`config.mk`:
```
export PLATFORM = sky130hd
export DESIGN_NAME = ifetch_unit
export DESIGN_NICKNAME = d
export VERILOG_FILES = /design/src/rtl/ifetch_unit_pkg.sv /design/src/rtl/ifetch_unit_sync_fifo.sv /design/src/rtl/ifetch_unit.sv
export SDC_FILE = /design/constraint.sdc
export NUM_CORES = 1
export LEC_CHECK = 0
export CAP_MARGIN = 20
export CORE_UTILIZATION = 28
export DETAILED_ROUTE_END_ITERATION = 10
export SLEW_MARGIN = 20
export SYNTH_ARGS = -nofsm -noshare
export SYNTH_HDL_FRONTEND = slang
export SYNTH_SLANG_ARGS = --single-unit
```
`constraint.sdc`:
```
create_clock -name clk -period 11.5 [get_ports clk]
set_input_delay 1.725 -clock clk [delete_from_list [all_inputs] [get_ports clk]]
set_output_delay 1.725 -clock clk [all_outputs]
set_load 0.02 [all_outputs]
```
`src/rtl/ifetch_unit_pkg.sv`:
```
// Shared definitions for the instruction-fetch front end.
//   XLEN_DEF     : default PC / address width
//   RESET_PC_DEF : default fetch PC after reset
//   INSTR_W      : instruction word width
//   is_aligned   : true when a PC's two low bits are zero
package ifetch_unit_pkg;

    localparam int unsigned XLEN_DEF     = 32;
    localparam logic [31:0] RESET_PC_DEF = 32'h0000_0000;
    localparam int unsigned INSTR_W      = 32;

    function automatic logic is_aligned(input logic [1:0] pc_lsb);
        return pc_lsb == 2'b00;
    endfunction

endpackage

```
`src/rtl/ifetch_unit_sync_fifo.sv`:
```
// Synchronous FIFO with flush, occupancy count and asynchronous active-high reset.
//   clk, rst   : clock, async active-high reset
//   flush      : drop all entries; wins over push/pop in the same cycle
//   push/data  : write push_data when not full
//   pop        : release the head entry when not empty
//   head_data  : current head entry (from storage registers)
//   count      : number of valid entries; full/empty flags
module sync_fifo #(
    parameter int unsigned WIDTH = 64,
    parameter int unsigned DEPTH = 4
) (
    input  logic                       clk,
    input  logic                       rst,
    input  logic                       flush,
    input  logic                       push,
    input  logic [WIDTH-1:0]           push_data,
    input  logic                       pop,
    output logic [WIDTH-1:0]           head_data,
    output logic [$clog2(DEPTH):0]     count,
    output logic                       full,
    output logic                       empty
);

    localparam int unsigned AW = $clog2(DEPTH);

    logic [WIDTH-1:0] mem_q [DEPTH];
    logic [AW-1:0]    wr_ptr_q, rd_ptr_q;
    logic [AW:0]      count_q;
    logic             do_push, do_pop;

    assign full      = (count_q == (AW+1)'(DEPTH));
    assign empty     = (count_q == '0);
    assign do_push   = push && !full;
    assign do_pop    = pop && !empty;
    assign head_data = mem_q[rd_ptr_q];
    assign count     = count_q;

    always_ff @(posedge clk or posedge rst) begin
        if (rst) begin
            wr_ptr_q <= '0;
            rd_ptr_q <= '0;
            count_q  <= '0;
            for (int i = 0; i < DEPTH; i++) begin
                mem_q[i] <= '0;
            end
        end else if (flush) begin
            wr_ptr_q <= '0;
            rd_ptr_q <= '0;
            count_q  <= '0;
        end else begin
            if (do_push) begin
                mem_q[wr_ptr_q] <= push_data;
                wr_ptr_q        <= wr_ptr_q + AW'(1);
            end
            if (do_pop) begin
                rd_ptr_q <= rd_ptr_q + AW'(1);
            end
            unique case ({do_push, do_pop})
                2'b10:   count_q <= count_q + (AW+1)'(1);
                2'b01:   count_q <= count_q - (AW+1)'(1);
                default: count_q <= count_q;
            endcase
        end
    end

endmodule

```
`src/rtl/ifetch_unit.sv`:
```
// Instruction-fetch front end: owns the fetch PC, issues word reads to a synchronous
// instruction BRAM of fixed latency, buffers returned words with their PC and presents
// them to decode over valid/ready. Redirects flush everything in flight and buffered.
//   clk, rst                : clock, async active-high reset
//   redirect_valid/pc       : taken branch/jump and its target
//   imem_en/addr/rdata      : BRAM read port (word address, MEM_LATENCY read latency)
//   inst_valid/ready        : decode handshake; inst_data/inst_pc describe the head
//   fetch_fault             : sticky, set by a misaligned redirect target; halts issue
module ifetch_unit
    import ifetch_unit_pkg::*;
#(
    parameter int unsigned     XLEN        = XLEN_DEF,
    parameter logic [XLEN-1:0] RESET_PC    = XLEN'(RESET_PC_DEF),
    parameter int unsigned     IMEM_ADDR_W = 10,
    parameter int unsigned     MEM_LATENCY = 1,
    parameter int unsigned     FIFO_DEPTH  = 4
) (
    input  logic                   clk,
    input  logic                   rst,
    input  logic                   redirect_valid,
    input  logic [XLEN-1:0]        redirect_pc,
    output logic                   imem_en,
    output logic [IMEM_ADDR_W-1:0] imem_addr,
    input  logic [INSTR_W-1:0]     imem_rdata,
    output logic                   inst_valid,
    input  logic                   inst_ready,
    output logic [INSTR_W-1:0]     inst_data,
    output logic [XLEN-1:0]        inst_pc,
    output logic                   fetch_fault
);

    if (RESET_PC[1:0] != 2'b00) begin : g_bad_reset_pc
        $error("ifetch_unit: RESET_PC must be 4-byte aligned");
    end
    if (MEM_LATENCY < 1 || MEM_LATENCY > 3) begin : g_bad_latency
        $error("ifetch_unit: MEM_LATENCY must be 1..3");
    end
    if ((FIFO_DEPTH & (FIFO_DEPTH - 1)) != 0 || FIFO_DEPTH < MEM_LATENCY + 2) begin : g_bad_depth
        $error("ifetch_unit: FIFO_DEPTH must be a power of 2 and >= MEM_LATENCY+2");
    end

    localparam int unsigned CW = $clog2(FIFO_DEPTH) + 1;
    localparam int unsigned SW = CW + 1;
    localparam int unsigned EW = INSTR_W + XLEN;

    logic [XLEN-1:0]        fpc_q, fpc_d;
    logic                   fault_q, fault_d;
    logic [MEM_LATENCY-1:0] tag_vld_q;
    logic [XLEN-1:0]        tag_pc_q [MEM_LATENCY];
    logic [CW-1:0]          inflight;
    logic [CW-1:0]          fifo_count;
    logic                   fifo_full, fifo_empty;
    logic [EW-1:0]          head_data;
    logic                   credit_ok, issue, push, pop;

    always_comb begin
        inflight = '0;
        for (int i = 0; i < MEM_LATENCY; i++) begin
            inflight = inflight + CW'(tag_vld_q[i]);
        end
    end

    // Buffered plus in-flight words may never exceed the FIFO, so every return has a slot.
    assign credit_ok = (SW'(fifo_count) + SW'(inflight)) < SW'(FIFO_DEPTH);
    assign issue     = !rst && !redirect_valid && !fault_q && credit_ok;
    assign imem_en   = issue;
    assign imem_addr = fpc_q[IMEM_ADDR_W+1:2];

    assign push       = tag_vld_q[MEM_LATENCY-1];
    assign inst_valid = !fifo_empty && !redirect_valid;
    assign pop        = inst_valid && inst_ready;
    assign inst_data  = fifo_empty ? '0 : head_data[EW-1:XLEN];
    assign inst_pc    = fifo_empty ? '0 : head_data[XLEN-1:0];
    assign fetch_fault = fault_q;

    always_comb begin
        fpc_d   = fpc_q;
        fault_d = fault_q;
        if (redirect_valid) begin
            if (is_aligned(redirect_pc[1:0])) begin
                fpc_d   = redirect_pc;
                fault_d = 1'b0;
            end else begin
                fault_d = 1'b1;
            end
        end else if (issue) begin
            fpc_d = fpc_q + XLEN'(4);
        end
    end

    always_ff @(posedge clk or posedge rst) begin
        if (rst) begin
            fpc_q   <= RESET_PC;
            fault_q <= 1'b0;
        end else begin
            fpc_q   <= fpc_d;
            fault_q <= fault_d;
        end
    end

    // Tag pipe tracks each outstanding read so the returning word is paired with its PC.
    always_ff @(posedge clk or posedge rst) begin
        if (rst) begin
            tag_vld_q <= '0;
            for (int i = 0; i < MEM_LATENCY; i++) begin
                tag_pc_q[i] <= '0;
            end
        end else begin
            tag_vld_q[0] <= issue;
            tag_pc_q[0]  <= fpc_q;
            for (int i = 1; i < MEM_LATENCY; i++) begin
                tag_vld_q[i] <= tag_vld_q[i-1] && !redirect_valid;
                tag_pc_q[i]  <= tag_pc_q[i-1];
            end
        end
    end

    sync_fifo #(
        .WIDTH (EW),
        .DEPTH (FIFO_DEPTH)
    ) u_fifo (
        .clk       (clk),
        .rst       (rst),
        .flush     (redirect_valid),
        .push      (push),
        .push_data ({imem_rdata, tag_pc_q[MEM_LATENCY-1]}),
        .pop       (pop),
        .head_data (head_data),
        .count     (fifo_count),
        .full      (fifo_full),
        .empty     (fifo_empty)
    );

    a_no_overflow : assert property (@(posedge clk) disable iff (rst)
        !(push && fifo_full && !redirect_valid))
        else $error("ifetch_unit: instruction buffer overflow");

endmodule

```
Word-level counts from Yosys, hierarchy flattened
Index checks and enable logic that the tools add are counted.
{ "totals": {"out_inout_bits": 77, "ff_bits": 329, "inputBits": 68, "elab_cells": 67} }
{ "classes": {"order_cmp": 4, "n_reduce_logical": 21, "eq_ne": 4, "n_bitwise": 3, "n_mux": 18, "addsub": 6} }
{ "ops": {"columns": ["operator", "n"], "rows": [
  ["$bwmux W256", 1],
  ["$mux W64", 3],
  ["$mux W32", 5],
  ["$bmux W64 S2", 1],
  ["$demux W64 S2", 1],
  ["$add A32 B3 Y32 const B", 1],
  ["$logic_and A1 B1 Y1", 8],
  ["$mux W2", 4],
  ["$ge A3 B3 Y1 const B", 2],
  ["$not A2 Y3", 2],
  ["$pmux W3 S2", 1],
  ["$reduce_bool A2 Y1", 3],
  ["$logic_not A1 Y1", 5],
  ["$add A2 B1 Y2 const B", 2],
  ["$add A3 B1 Y4", 1],
  ["$lt A4 B3 Y1 const B", 1],
  ["$reduce_and A2 Y1", 2],
  ["$add A3 B1 Y3 const B", 1],
  ["$eq A3 B3 Y1 const B", 1],
  ["$logic_not A3 Y1", 1],
  ["$lt A3 B1 Y1 const B", 1],
  ["$mux W3", 1],
  ["$reduce_bool A3 Y1", 1],
  ["$sub A3 B1 Y3 const B", 1],
  ["6 further kinds", 6]
]} }

Longest topological paths before layout
Gate-level depths: netlist of the first run.
{ "depth": {"word_depth": 8, "depth_mapped": 8, "depth_no_buf": 6} }

Modules after synthesis
A second synthesis of the first run with hierarchy kept.
{ "unflattened": {"cells_unflattened": 1036, "hier_area_um2": 14861.8} }
{ "by_module_without_submodules": {"columns": ["module", "n_inst", "seq_area_each_um2", "cells_each", "area_per_inst_um2"], "rows": [
  ["sync_fifo", 1, 6581.3, 679, 11458.5],
  ["ifetch_unit", 1, 1651.6, 357, 3403.3]
]} }

Least setup slack after synthesis of the first run
No wires, ideal clock.
{ "synth_timing": {"kind": "input to output", "start": "input port redirect_valid", "end": "output port inst_valid", "n_path_buf": 4, "stages": 5, "arrival_ns": 2.875, "t_required_ns": 9.775, "path_slack_ns": 6.900, "cell_sequence": "buf_4 clkbuf_1 clkbuf_1 clkbuf_1 nor2_1"} }
{ "synth_between": {"elab_chain_len": 2} }
{ "synth_lines": {"columns": ["item", "line_no", "source"], "rows": [
  ["start, declared", "ifetch_unit.sv:20", "input logic redirect_valid,"],
  ["$logic_not A1 Y1", "ifetch_unit.sv:70", "assign inst_valid = !fifo_empty && !redirect_valid;"],
  ["$logic_and A1 B1 Y1", "ifetch_unit.sv:70", null],
  ["end, declared", "ifetch_unit.sv:25", "output logic inst_valid,"]
]} }
No other way between the ends.

Final worst setup path of the first run
{ "layout_timing": {"start": "input port rst", "end": "output port imem_en"} }
{ "layout_between": {"elab_chain_len": 4} }
{ "layout_lines": {"columns": ["item", "line_no", "source"], "rows": [
  ["start, declared", "ifetch_unit.sv:19", "input logic rst,"],
  ["$logic_not A1 Y1 (no line)", null, null],
  ["$logic_and A1 B1 Y1 (3 in series)", "ifetch_unit.sv:65", "assign issue = !rst && !redirect_valid && !fault_q && credit_ok;"],
  ["end, declared", "ifetch_unit.sv:22", "output logic imem_en,"]
]} }
No other way between the ends.

==> metrics.cfg, run 1 <==
[status]
status=finished with violations
violations=DRC

[timing]
post-route-min-period_ps=5530
finalCritPeriodShare=0.480
setup_slack_ps=5970
worst_hold_slack_ps=375
fin_skew_ps=13.1
relSlewSlack=0.333
maxSlewViolCount=0
hold_violations=0
fmaxAchievable_ghz=0.181
setup_violations=0
setup-tns-final_ps=0
tightestPinTransition_ps=1000
grt_setup_unrepaired=no

[clock_network]
root_buffer=clkbuf_16
cts_tree=built
cts.sinks=329
postCtsSetupBuffers=0
cts_made_buffers=39
cts.clk_slew.worst_paths_ps=60
ctsResizeCount=0
clockBufferDepth=3
clk_latency_ps=540
cts-htree-levels=2
hold_buffers=0

[setup_path]
r2r-end=u_fifo.mem_q[56]$_DFFE_PP0P_
worst_setup_path_start_kind=primary input
reg2reg_from=u_fifo.count[0]$_DFFE_PP0P_
critical_path_required_ps=9780
r2r_cells=5
cp-end-kind=primary output
worst-path-max-fanout=4
arrival_ps=3800
critPathKind=in2out
r2r_setup_slack_ps=8860

[yosys]
synth_area_leaders=dfrtp_1 55%, mux2_2 19%, mux4_2 9.6%, nor2b_1 2.9%, buf_2 1.2%
synth.most_common_cell=dfrtp_1
synth_top_cell_by_area=dfrtp_1
syn_area_um2=15100
synth_fp_nets=1124
synthTopCellsByCount=329 x dfrtp_1, 257 x mux2_2, 69 x nor2b_1
synth_compound_area_frac=0.0375
ys_types=61
synth-edff-count=0
synthFlopType=dfrtp_1
synth_mux_area_frac=0.289
ys_warn_count=0
ys_ff_latch=329
synth_xor_area_frac=0.00232
yosysTopAreaCellShare=0.546
synth_top_family_by_area=multiplexers
ys_seq_area_frac=0.546
synth_adder_area_share=0.00548
syn_inst=1050
ys_async_sr_fraction=1.00
avgSynthCellArea_um2=14.4
yosys.area_share.simple=0.0898

[power_and_ir_drop]
p_clk_frac=0.368
vdd_drop_max_uv=91.3
total_power_mw=3.29
p_int_mw=2.38
cellPowerDensity_nw_per_um2=179
p_sw_frac=0.277
p_seq_frac=0.431
switching_power_uw=911
leakage_nw=8.07
power_frac_comb=0.201

[placed_design]
pre_cts_ws_ps=5970
gp_congestion=0.783
hpwl_um=22200
port_buffers=144
placedCellCount=1818
placed_area_um2=17100

[detailed_routing]
viasPerCell=4.96
drtIter0Drc=508
firstDrtPassIters=8
drcViolationCount=22
routed_wl_um=36600
ant_nets=0
avgRoutedWirePerCell_um=19.4
vias=9366

[cells_and_area]
final-seq-area_um2=8240
postLayoutCellArea_um2=18400
n_fill_cell=5138
nets=1245
multi_input_area_um2=6430
final_layout_size_suffix_gt1_frac=0.350
final_util=0.348
area_growth_pct=22.1
layoutNonFillerInstCount=1890

[grt]
first_global_vias=9773
antenna_found_initial=0
grtUsageTotal=0.137
grt_max_degree=100
grt_pass1_wl_um=57500
grt_overflow=0

[die]
start_util=0.285
die_w_um=234
die_y_um=234
rows=84
core_um2=52900
io_pins=145
fp.dieArea_um2=54800

[worst_hold_path]
whs_endpoint=tag_pc_q[0]$_DFF_PP0_
hold_path_class=reg2reg
whs_path_depth=0
hold_path_startpoint=fpc_q[0]$_DFFE_PP0P_

[flow_run]
cap_violations=0

## layout by cell type, fill, tap and decap left out, drive strengths merged, types with 12 or more instances in the layout
cell type	netlist	final
a22oi	13	13
o21ai	13	13
nand4	17	17
nand3	16	16
mux2	257	257
nor2b	69	69
a21oi	12	12
clkdlybuf4s50	0	143
inv	12	12
o22ai	14	14
nor2	27	27
nand2	16	16
nor3	19	19
mux4	64	64
buf	55	16
dfrtp	329	329
clkbuf	24	59
## flip-flops by register name (all words and copies together), names as in the netlist
| signal | flops |
|---|---|
| u_fifo.mem_q | 256 |
| fpc_q | 32 |
| tag_pc_q | 32 |
| u_fifo.count | 3 |
| u_fifo.rd_ptr_q | 2 |
| u_fifo.wr_ptr_q | 2 |
| fetch_fault | 1 |
| push | 1 |
## cell families after synthesis
kind of cell | Yosys count
compound gates | 80
xor+xnor | 4
fa+ha+maj | 6
buf+inv | 91
flops | 329
mux | 323
simple gates | 217
## critical path, stage by stage
cell and delay [ps]:
clkdlybuf4s50_1 600, or4_4 590, nor2_1 190, clkdlybuf4s50_1 690
## worst max path at each step
stage | slack (ps) | start | end | cells past startpoint
final | 5970 | rst | imem_en | 4
after global routing | 5890 | rst | imem_en | 4
after CTS | 5970 | rst | imem_en | 4
after detailed placement | 5970 | rst | imem_en | 4
after global placement | 5990 | rst | imem_en | 4
after floorplan | 660 | rst | fetch_fault$_DFFE_PP0P_ | 1
## power groups by stage
stage / logic, mW / registers (mW) / clock network (mW)
after floorplan: 0.474 / 1.38 / 0
after global placement: 0.660 / 1.43 / 0
after detailed placement: 0.669 / 1.44 / 0
after CTS: 0.672 / 1.42 / 1.26
after global routing: 0.716 / 1.44 / 1.31
final: 0.660 / 1.42 / 1.21
## layer usage
metal / global-route usage / share of wire / wire length, µm
met1: 0.187 / 0.46 / 16900
met4: 0.0426 / 0.019 / 680
met2: 0.220 / 0.47 / 17100
met3: 0.0241 / 0.052 / 1920
met5: 0 / 0 / 0
## final cells by class
cell class / count / share of cell area
antenna: 2 / 0.000272
timing repair buffer: 159 / 0.0846
multi-input combinational: 630 / 0.349
tap: 688 / 0.0468
inverter: 12 / 0.00286
clock inverter: 11 / 0.00524
clock buffer: 59 / 0.0632
sequential: 329 / 0.448
Power figures use the tool's default switching activity.
==> run 2: changes to the inputs <==
- clock period: 11.5 -> 5.1 ns (I/O delays scaled with it)
==> metrics.cfg, run 2 (same netlist as run 1, synthesis figures left out) <==
[power_and_ir_drop]
vdd_drop_max_uv=226  ; +150%
leakage_nw=8.12  ; +0.66%
total_power_mw=7.52  ; +130%
cellPowerDensity_nw_per_um2=407  ; +130%

[flow_run]
cap_violations=0  ; unchanged

[setup_path]
worst-path-max-fanout=40  ; +36
critPathKind=reg2out
arrival_ps=3270  ; -530 ps
critical_path_required_ps=4340  ; -5440 ps
slowest_delay_ps=1010  ; +320 ps
critPathTopFamily=flip-flops
cp_slowest_cell=dfrtp_4
critical_path_buf_inv_count=2  ; unchanged
cp_cell_sequence=buf_4 > mux4_2 > nor2b_1 > clkdlybuf4s50_1
cp-end-kind=primary output
r2r_setup_slack_ps=2360  ; -6500 ps
worst_setup_path_start_kind=register

[detailed_routing]
avgRoutedWirePerCell_um=19.2  ; -0.84%
top_layer_used=met4
drtIter0Drc=483  ; -4.9%
viasPerCell=4.93  ; -0.55%
wl_met2_um=17500  ; +2.3%
firstDrtPassIters=9  ; +1
met1_length_um=16400  ; -3.0%
drcViolationCount=14  ; -36%
vias=9329  ; -0.40%
routed_wl_um=36400  ; -0.68%
ant_nets=0  ; unchanged
wl_met3_um=1770  ; -7.4%

[cells_and_area]
final_layout_size_suffix_gt1_frac=0.359  ; +0.00851
n_fill_cell=5116  ; -0.43%
largest_registers=u_fifo.mem_q: 256 flops, fpc_q: 32 flops, tag_pc_q: 32 flops
layout_commonest_cell=dfrtp_1
multi_input_area_um2=6420  ; -0.14%
area_growth_pct=22.7
final_util=0.350  ; +0.00168
diodes=0  ; -2
largest_register=u_fifo.mem_q
final-seq-area_um2=8240  ; unchanged
final_cell_mix=327 x dfrtp_1, 257 x mux2_2, 143 x clkdlybuf4s50_1, 69 x nor2b_1, 64 x mux4_2
layoutNonFillerInstCount=1893  ; +0.16%
largest_reg_flops=256  ; unchanged
nets=1248  ; +0.24%

[grt]
grt_pass1_wl_um=57600  ; +0.13%
grtUsageTotal=0.136  ; -0.000562
first_global_vias=9845  ; +0.74%
antenna_found_initial=0  ; unchanged
grt_max_degree=105  ; +5.0%
grt_overflow=0  ; unchanged

[die]
io_pins=145  ; unchanged
start_util=0.285  ; unchanged
fp.dieArea_um2=54800  ; unchanged
die_w_um=234  ; unchanged
die_y_um=234  ; unchanged
core_um2=52900  ; unchanged
rows=84  ; unchanged

[worst_hold_path]
hold_path_class=reg2reg

[clock_network]
cts-htree-levels=2  ; unchanged
postCtsSetupBuffers=0  ; unchanged
hold_buffers=0  ; unchanged
root_buffer=clkbuf_16
clk_latency_ps=570  ; +30 ps
cts_tree=built
ctsResizeCount=0  ; unchanged
cts_made_buffers=39  ; unchanged
clockBufferDepth=3  ; unchanged
cts.clk_slew.worst_paths_ps=60  ; about the same
cts.sinks=329  ; unchanged

[placed_design]
placedCellCount=1821  ; +0.17%
hpwl_um=23000  ; +3.8%
gp_congestion=0.776  ; -0.92%
port_buffers=144  ; unchanged

[timing]
maxSlewViolCount=0  ; unchanged
fmaxAchievable_ghz=0.248
tightestPinTransition_ps=1060  ; +64.6 ps
hold_violations=0  ; unchanged
fin_skew_ps=29.0  ; +15.9 ps
grt_setup_unrepaired=no
finalCritPeriodShare=0.792
setup_violations=0  ; unchanged
relSlewSlack=0.284  ; -0.0489
post-route-min-period_ps=4040

[status]
status=finished with violations
violations=DRC

## run 2: changes by cell type in the layout (fill, tap and decap cells not counted), moves of 3 or more
cell      before  now
buf_12         0    3
clkbuf_1      11    4
clkinv_2       5   12
inv_6          0    3
## run 2: area by class of cell
cell class | instances | share of cell area
clock buffers | 49 | 0.0581
clock inverters | 23 | 0.0130
inverters | 12 | 0.00264
multi-input cells | 630 | 0.347
flip-flops and latches | 329 | 0.446
well taps | 688 | 0.0466
repair buffers | 162 | 0.0870
## run 2: through the flow
step | setup TNS [ps] | worst slack, ps | instance area (µm²) | hold WS, ps
after global routing | 0 | 834 | 18500 | 382
after floorplan | -18980 | -57.7 | 15100 | 346
after global placement | 0 | 1560 | 17200 | 358
after CTS | 0 | 910 | 18500 | 373
after detailed placement | 0 | 1550 | 17200 | 357
final | 0 | 1060 | 18500 | 368
## run 2: where the power goes
part / switching [mW] / total, mW / internal, mW
clock network: 1.17 / 2.84 / 1.67
logic: 0.643 / 1.46 / 0.818
registers: 0.306 / 3.22 / 2.92
total: 2.11 / 7.52 / 5.41
## run 2: path summary, 6_finish.rpt
check | startpoint | end | cells past startpoint
setup / recovery | u_fifo.rd_ptr_q[1]$_DFFE_PP0P_ | inst_pc[2] | 4
hold reg to reg | fpc_q[0]$_DFFE_PP0P_ | tag_pc_q[0]$_DFF_PP0_ | 0
min in group asynchronous | rst | fpc_q[29]$_DFFE_PP0P_ | 2
setup reg to reg | u_fifo.count[0]$_DFFE_PP0P_ | u_fifo.mem_q[180]$_DFFE_PP0P_ | 5
hold / removal | fpc_q[0]$_DFFE_PP0P_ | tag_pc_q[0]$_DFF_PP0_ | 0
max in group asynchronous | rst | u_fifo.mem_q[56]$_DFFE_PP0P_ | 3
## run 2: routing by layer
metal,up-vias,global-route usage
li1,4152,-
met1,4884,0.184
met2,240,0.223
met3,53,0.0237
met4,0,0.0428
met5,-,0
==> run 3: changes to the inputs <==
- clock period: 5.1 -> 3.7 ns (I/O delays scaled with it)
==> metrics.cfg, run 3 (same netlist as run 1, synthesis figures left out) <==
[status]
status=finished with violations
violations=DRC

[detailed_routing]
viasPerCell=4.88  ; -0.90%
drcViolationCount=14  ; unchanged
firstDrtPassIters=8  ; -1
drtIter0Drc=515  ; +6.6%
vias=9343  ; +0.15%
avgRoutedWirePerCell_um=19.6  ; +2.2%
ant_nets=0  ; unchanged
routed_wl_um=37600  ; +3.3%

[cells_and_area]
layoutNonFillerInstCount=1913  ; +1.1%
largest_registers=u_fifo.mem_q: 256 flops, fpc_q: 32 flops, tag_pc_q: 32 flops
multi_input_area_um2=6420  ; unchanged
largest_register=u_fifo.mem_q
n_fill_cell=5080  ; -0.70%
final_layout_size_suffix_gt1_frac=0.367  ; +0.00884
area_growth_pct=24.8
largest_reg_flops=256  ; unchanged
diodes=0  ; unchanged
final-seq-area_um2=8240  ; unchanged
layout_commonest_cell=dfrtp_1
nets=1269  ; +1.7%
final_cell_mix=327 x dfrtp_1, 257 x mux2_2, 143 x clkdlybuf4s50_1, 69 x nor2b_1, 64 x mux4_2

[clock_network]
clockBufferDepth=3  ; unchanged
ctsResizeCount=0  ; unchanged
root_buffer=clkbuf_16
postCtsSetupBuffers=0  ; unchanged
hold_buffers=0  ; unchanged
cts-htree-levels=2  ; unchanged
cts_tree=built
cts.clk_slew.worst_paths_ps=50  ; about the same
clk_latency_ps=560  ; about the same
cts.sinks=329  ; unchanged
cts_made_buffers=40  ; +2.6%

[setup_path]
slowest_delay_ps=730  ; -280 ps
reg2reg_from=u_fifo.count[0]$_DFFE_PP0P_
r2r_setup_slack_ps=1120  ; -1240 ps
arrival_ps=2900  ; -370 ps
critPathKind=reg2out
cp-end-kind=primary output
cp_slowest_cell=dfrtp_4
r2r_cells=5  ; unchanged
cp-startpoint=u_fifo.rd_ptr_q[1]$_DFFE_PP0P_
cp_cell_sequence=buf_4 > mux4_2 > nor2b_1 > clkdlybuf4s50_1
critical_path_required_ps=3140  ; -1200 ps
worst_setup_path_start_kind=register
worst-path-max-fanout=22  ; -45%

[power_and_ir_drop]
vdd_drop_max_uv=273  ; +21%
power_frac_comb=0.195  ; about the same
total_power_mw=10.7  ; +43%
p_sw_frac=0.268  ; -0.0132
p_clk_frac=0.395  ; +0.018
leakage_nw=8.27  ; +1.8%
p_seq_frac=0.410  ; -0.019
cellPowerDensity_nw_per_um2=571  ; +40%
p_int_mw=7.87  ; +46%
switching_power_mw=2.88  ; +36%

[grt]
grt_pass1_wl_um=58900  ; +2.2%
grt_overflow=0  ; unchanged
grt_max_degree=100  ; -4.8%
first_global_vias=9985  ; +1.4%
antenna_found_initial=0  ; unchanged
grtUsageTotal=0.140  ; +0.00339

[timing]
post-route-min-period_ps=3450
relSlewSlack=0.280  ; -0.00447
finalCritPeriodShare=0.933
grt_setup_unrepaired=no
setup_violations=0  ; unchanged
fin_skew_ps=18.2  ; -10.8 ps
tightestPinTransition_ps=1070  ; +6.65 ps
maxSlewViolCount=0  ; unchanged
hold_violations=0  ; unchanged
fmaxAchievable_ghz=0.290
setup_slack_ps=247  ; -817 ps

[die]
rows=84  ; unchanged
fp.dieArea_um2=54800  ; unchanged
die_w_um=234  ; unchanged
start_util=0.285  ; unchanged
core_um2=52900  ; unchanged
io_pins=145  ; unchanged
die_y_um=234  ; unchanged

[worst_hold_path]
hold_path_class=reg2reg
whs_path_depth=0  ; unchanged
hold_path_startpoint=fpc_q[1]$_DFFE_PP0P_

[placed_design]
port_buffers=144  ; unchanged
pre_cts_ws_ps=672  ; -876 ps
placedCellCount=1841  ; +1.1%
hpwl_um=24400  ; +5.9%
gp_congestion=0.769  ; -0.89%

[flow_run]
cap_violations=0  ; unchanged

==> run 3: cell types whose count changed in the layout (fill, tap and decap cells not counted), sizes merged <==
cell,previous run,this run
buf,19,39
inv,16,13
clkbuf,49,56
bufinv,3,7
clkinvlp,3,5
clkinv,13,3
==> run 3: final cells by class <==
type | count | area share
clock buffer | 56 | 0.0617
clock inverter | 16 | 0.0155
sequential | 329 | 0.438
multi-input combinational | 630 | 0.341
inverter | 12 | 0.00259
timing repair buffer | 182 | 0.0955
tap | 688 | 0.0457
==> run 3: metal layers <==
layer  up-vias  share of wire  global-route usage
li1       4187              -                   -
met1      4864           0.46               0.189
met2       246           0.48               0.230
met3        46          0.049              0.0229
met4         0          0.017              0.0420
met5         -              0                   0
==> run 3: power by group through the flow <==
stage | registers [mW] | logic, mW | clock network [mW]
6_report | 4.40 | 2.10 | 4.24
3_5_place_dp | 4.47 | 2.13 | 0
2_1_floorplan | 4.29 | 1.47 | 0
5_1_grt | 4.47 | 2.28 | 4.51
4_1_cts | 4.41 | 2.15 | 4.38
3_3_place_gp | 4.45 | 2.11 | 0
==> run 3: critical path: cells and delay by family, from the launching register on <==
kind	cells	cell delay [ps]
buffers and inverters	2	900
flip-flops	1	730
multiplexers	1	550
AND/OR/NAND/NOR	1	140
==> run 3: path summary, 6_finish.rpt <==
path / to
setup reg to reg: u_fifo.mem_q[67]$_DFFE_PP0P_
max in group asynchronous: u_fifo.mem_q[246]$_DFFE_PP0P_
setup / recovery: inst_data[7]
hold reg to reg: tag_pc_q[1]$_DFF_PP0_
hold / removal: tag_pc_q[1]$_DFF_PP0_
min in group asynchronous: tag_pc_q[24]$_DFF_PP0_
==> run 3: through the flow <==
step	TNS (ps)	util	hold slack, ps	instance area [µm²]
2_1_floorplan	-410490	-	346	15100
3_3_place_gp	0	0.328	360	17400
6_report	0	0.356	371	18800
4_1_cts	0	0.356	362	18800
5_1_grt	0	0.356	382	18800
3_5_place_dp	0	0.328	364	17400
